[config.mk]
export PLATFORM = sky130hd
export DESIGN_NAME = laser_arbiter_flat
export DESIGN_NICKNAME = d
export VERILOG_FILES = /design/src/rtl/laser_arbiter_if.sv /design/src/rtl/laser_arbiter.sv /design/src/flat_wrapper.sv
export SDC_FILE = /design/constraint.sdc
export NUM_CORES = 1
export LEC_CHECK = 0
export ABC_CLOCK_PERIOD_IN_PS = 4550
export CORE_UTILIZATION = 62
export CTS_BUF_LIST = sky130_fd_sc_hd__clkbuf_2
export DETAILED_ROUTE_END_ITERATION = 12
export GPL_TIMING_DRIVEN = 0
export PLACE_DENSITY = 0.95
export SYNTH_ARGS = -nofsm -noshare
export SYNTH_HDL_FRONTEND = slang
export SYNTH_SLANG_ARGS = --single-unit
[constraint.sdc]
create_clock -name Clk -period 4.55 [get_ports Clk]
set_input_delay 1.1375 -clock Clk [delete_from_list [all_inputs] [get_ports Clk]]
set_output_delay 1.1375 -clock Clk [all_outputs]
set_load 0.01 [all_outputs]
[src/rtl/laser_arbiter_if.sv]
// laser_arbiter_if: request/grant/laser bundle between the requesters and laser_arbiter.
// Abort exists only when LASER_ARB_ABORT_EN is defined.
interface laser_arbiter_if #(
    parameter int N = 4
);
    logic [N-1:0] Req;
    logic         X;
    logic [N-1:0] Gnt;
    logic         Busy;
    logic         Done;

`ifdef LASER_ARB_ABORT_EN
    logic         Abort;

    modport master (output Req, output Abort, input X, input Gnt, input Busy, input Done);
    modport slave  (input Req, input Abort, output X, output Gnt, output Busy, output Done);
`else
    modport master (output Req, input X, input Gnt, input Busy, input Done);
    modport slave  (input Req, output X, output Gnt, output Busy, output Done);
`endif
endinterface

[src/rtl/laser_arbiter.sv]
// laser_arbiter: round-robin owner of one laser; fixed PULSE on-time, then COOL off-time per grant.
// Define LASER_ARB_ABORT_EN to add the Abort input that cuts a pulse short.
module laser_arbiter #(
    parameter int N     = 4,
    parameter int PULSE = 3,
    parameter int COOL  = 2,
    parameter int CW    = 8
) (
    input  logic           Clk,
    input  logic           Rst,
    laser_arbiter_if.slave bus
);
    localparam int            IW       = (N > 1) ? $clog2(N) : 1;
    localparam logic [CW-1:0] PULSE_LD = CW'(PULSE - 1);
    localparam logic [CW-1:0] COOL_LD  = (COOL > 0) ? CW'(COOL - 1) : '0;
    localparam logic [IW-1:0] LAST_RST = IW'(N - 1);

    typedef enum logic [1:0] {S_IDLE, S_FIRE, S_COOL} state_t;

    state_t        state;
    logic [CW-1:0] cnt;
    logic [IW-1:0] last;
    logic [N-1:0]  gnt;
    logic          x;
    logic          busy;
    logic          done;

    logic          pick_valid;
    logic [IW-1:0] pick_idx;
    logic [IW-1:0] cand;
    logic [N-1:0]  pick_onehot;
    logic          abort_hit;

`ifdef LASER_ARB_ABORT_EN
    assign abort_hit = bus.Abort;
`else
    assign abort_hit = 1'b0;
`endif

    // Scan from the farthest candidate back to last+1 so the nearest set bit is the one kept.
    always_comb begin
        // NOTE: every signal driven here gets a default first, so no path can infer a latch.
        pick_valid  = 1'b0;
        pick_idx    = '0;
        cand        = '0;
        for (int k = N; k >= 1; k--) begin
            cand = IW'((int'(last) + k) % N);
            if (bus.Req[cand]) begin
                pick_valid = 1'b1;
                pick_idx   = cand;
            end
        end
        pick_onehot           = '0;
        pick_onehot[pick_idx] = 1'b1;
    end

    // NOTE: all state and outputs use non-blocking assignments so every flop sees pre-edge values.
    always_ff @(posedge Clk) begin
        if (Rst) begin
            state <= S_IDLE;
            cnt   <= '0;
            last  <= LAST_RST;
            gnt   <= '0;
            x     <= 1'b0;
            busy  <= 1'b0;
            done  <= 1'b0;
        end else begin
            done <= 1'b0;
            unique case (state)
                S_IDLE: begin
                    if (pick_valid) begin
                        state <= S_FIRE;
                        cnt   <= PULSE_LD;
                        last  <= pick_idx;
                        gnt   <= pick_onehot;
                        x     <= 1'b1;
                        busy  <= 1'b1;
                        done  <= (PULSE == 1);
                    end
                end
                S_FIRE: begin
                    if (cnt == '0 || abort_hit) begin
                        x   <= 1'b0;
                        gnt <= '0;
                        if (COOL > 0) begin
                            state <= S_COOL;
                            cnt   <= COOL_LD;
                        end else begin
                            state <= S_IDLE;
                            busy  <= 1'b0;
                        end
                    end else begin
                        cnt  <= cnt - CW'(1);
                        // Raise Done so it lands on the cycle where the counter reads zero.
                        done <= (cnt == CW'(1));
                    end
                end
                S_COOL: begin
                    if (cnt == '0) begin
                        state <= S_IDLE;
                        busy  <= 1'b0;
                    end else begin
                        cnt <= cnt - CW'(1);
                    end
                end
                default: begin
                    state <= S_IDLE;
                    x     <= 1'b0;
                    gnt   <= '0;
                    busy  <= 1'b0;
                end
            endcase
        end
    end

    assign bus.X    = x;
    assign bus.Gnt  = gnt;
    assign bus.Busy = busy;
    assign bus.Done = done;
endmodule

[src/flat_wrapper.sv]
// flat-port wrapper written by rule: the top's interface ports become plain ports
module laser_arbiter_flat 
#(
    parameter int N     = 4,
    parameter int PULSE = 3,
    parameter int COOL  = 2,
    parameter int CW    = 8
)
  (Clk, Rst, bus_Req, bus_X, bus_Gnt, bus_Busy, bus_Done);
  laser_arbiter_if #(.N(N)) bus_i ();
  input  logic Clk;
  input  logic Rst;
  input wire logic [$bits(bus_i.Req)-1:0] bus_Req;
  output wire logic [$bits(bus_i.X)-1:0] bus_X;
  output wire logic [$bits(bus_i.Gnt)-1:0] bus_Gnt;
  output wire logic [$bits(bus_i.Busy)-1:0] bus_Busy;
  output wire logic [$bits(bus_i.Done)-1:0] bus_Done;
  assign bus_i.Req = bus_Req;
  assign bus_X = bus_i.X;
  assign bus_Gnt = bus_i.Gnt;
  assign bus_Busy = bus_i.Busy;
  assign bus_Done = bus_i.Done;
  laser_arbiter #(.N(N), .PULSE(PULSE), .COOL(COOL), .CW(CW)) u_core (.Clk(Clk), .Rst(Rst), .bus(bus_i));
endmodule
==> impl_metrics.toml <==
[critical_path]
crit_buf_inv = 1
worstSetupPathDepth = 5
r2r_slack_ns = 2.45
crit_path_max_fanout = 10
critPathLaunchType = "primary input"
critical_path_required_ns = 4.80
arrival_ns = 3.07
max_stage_delay_ns = 0.69
criticalPathCategory = "in2reg"
cp-end-kind = "flip-flop"
cp_top_family = "compound AO/OA/AOI/OAI gates"
crit_chain = "clkdlybuf4s50_1 > nor4_1 > a21o_1 > o311ai_0 > o31ai_1"
rr_worst_depth = 6
slowest_stage = "nor4_1"

[job]
maxCapViolCount = 0

[route]
routed_via_density = 6.62
drc = 0
drt_iter0_drc = 61
first_pass_iters = 4
ant_nets = 0
num_vias = 1139
m1WireLength_mm = 1.16
dr_wl_met3_um = 210
drt_wl_total_mm = 2.74
topRoutingLayerUsed = "met4"
wl_met2_mm = 1.33
detail_route.wl_per_cell_um = 15.9

[floorplan]
top_level_ports = 13
die-area_um2 = 2030
die_x_um = 45.1
fp-row-count = 15
start_util = 0.666
fp.coreArea_um2 = 1730
die_h_um = 45.1

[synth]
synth_edf_count = 0
syn_nets = 144
synthMuxAreaShare = 0.00871
synth_fa_ha_area_frac = 0.0762
synth_compound_area_frac = 0.320
seq_area_frac_synth = 0.331
synth-simple-area-share = 0.221
netlist_area_um2 = 1150
synthCells = 131
synth_seq_cells = 19
yosys_warnings = 0
synth-xor-area-share = 0
synth_top_family_by_area = "compound AO/OA/AOI/OAI gates"
synth.avg_cell_area_um2 = 8.78
netlist-cell-type-count = 44
ys.flop_type = "dfxtp_1"
synthArstFlopShare = 0

[sta]
finalCritPeriodShare = 0.619
rsz0062_at_grt = "no"
worst_slack_ns = 1.73
skew_ns = 0.00783
hold_slack_ns = 0.485
period_minus_slack_ns = 2.82
slew_viol_final = 0
fin_tns_setup_ns = 0
tightest_slew_ns = 0.989
slew_headroom = 0.332
finalSetupViolCount = 0
fmax_mhz = 355
hold_viol = 0

[clock_network]
cts_sinks = 19
clk_pin_slew_ns = 0.19
worstSkewPairLatency_ns = 0.33
cts_tree = "yes"
cts_setup_buffers = 0
cts_max_level = 1
numCtsBuffers = 3
clk_path_buf_depth = 2
ctsHoldBuffers = 0
cts-root-buf = "clkbuf_2"
cts-resized-gates = 0

[final_layout]
area_growth_pct = 14.9
layout_common_cells = "dfxtp_1 (19), clkdlybuf4s50_1 (12), a21oi_1 (11)"
drive_gt1_frac = 0.0748
antenna_cells = 0
fin_nets = 161
layout_commonest_cell = "dfxtp_1"

[global_route]
grtUsageTotal = 0.283
grt_overflow_total = 0
grt_antenna_before_repair = 0
grt_pass1_wl_mm = 4.24
grt_pass1_vias = 964
grt_max_degree = 12

[placed_design]
dp_slack_ns = 1.44
dp_hpwl_mm = 2.06
gp_congestion = 0.871
io_buffers = 12

[worst_hold_path]
holdPathStages = 1
hp-class = "reg2reg"

[status]
run_status = "finished, final reports clean"

[power_and_ir_drop]
power_density_nw_per_um2 = 600
peakVddDrop_mv = 0.492
cellLeakagePower_nw = 0.514
[state kept, by name (all words and copies together) (netlist names)]
| name | count |
|---|---|
| u_core.bus.Gnt | 4 |
| u_core.bus.Busy | 1 |
| u_core.bus.Done | 1 |
| u_core.bus.X | 1 |
| u_core.state | 2 |
| u_core.cnt | 8 |
| u_core.last | 2 |
[kinds of logic (layout without fill, tap and decap cells)]
kind of cell,after synthesis,in the layout
muxes,1,1
and+or+nand+nor,40,40
buffers and inverters,11,27
DFF,19,19
adders and majority gates,7,7
AOI/OAI and AO/OA,53,53
[cell usage after synthesis, drive strengths merged, types with 3 or more instances]
library cell   n  share of area
a21oi         11          0.048
o21ai          9          0.039
or3            3          0.016
o2bb2ai        4          0.030
nor3           4          0.017
nor4           3          0.016
nand3          5          0.022
nand2          5          0.016
ha             7          0.076
o31ai          5          0.033
nor2           4          0.013
a211oi         5          0.033
nand2b         3          0.016
dfxtp         19           0.33
a21o           3          0.020
inv            8          0.026
[worst paths after layout]
kind / startpoint / to
hold reg to reg: u_core.bus.Gnt[1] / u_core.bus.Gnt[1]
setup / recovery: bus_Req[0] / u_core.cnt[4]
setup reg to reg: u_core.state[0] / u_core.cnt[4]
hold / removal: u_core.bus.Gnt[1] / u_core.bus.Gnt[1]
[per-stage QoR]
step           std cells  power (mW)  cell area, um^2  utilization
2_1_floorplan        131       0.577             1150            -
3_3_place_gp         168       0.683             1300        0.754
3_5_place_dp         168       0.704             1300        0.754
4_1_cts              172       0.781             1320        0.765
5_1_grt              172       0.844             1320        0.765
6_report             172       0.792             1320        0.765
[layout make-up]
cell class                      instances  area [um^2]
Buffer                                  3         20.0
Timing Repair Buffer                   12          120
Sequential cell                        19          380
Clock inverter                          1         5.00
Inverter                                8         30.0
Fill cell                             117          405
Multi-Input combinational cell        101          719
Clock buffer                            3         15.0
Tap cell                               25         31.3
[power by group]
part	switching, mW	total, mW	internal (mW)
clock	0.0588	0.0788	0.0199
combinational	0.257	0.460	0.203
sequential	0.0409	0.254	0.213
total	0.357	0.792	0.436
[layer usage]
metal / vias to the layer above / GRT usage
met5: - / 0
met2: 48 / 0.458
met3: 6 / 0.0360
li1: 544 / -
met4: 0 / 0.0970
met1: 541 / 0.388
[worst reg2reg max path: stages (launching register included)]
cell and delay [ns]:
dfxtp_1 0.40, inv_1 0.08, ha_1 0.29, nor4_1 0.52, a211oi_1 0.17, o311ai_0 0.39, o31ai_1 0.14
(Power assumes the default switching activity.)
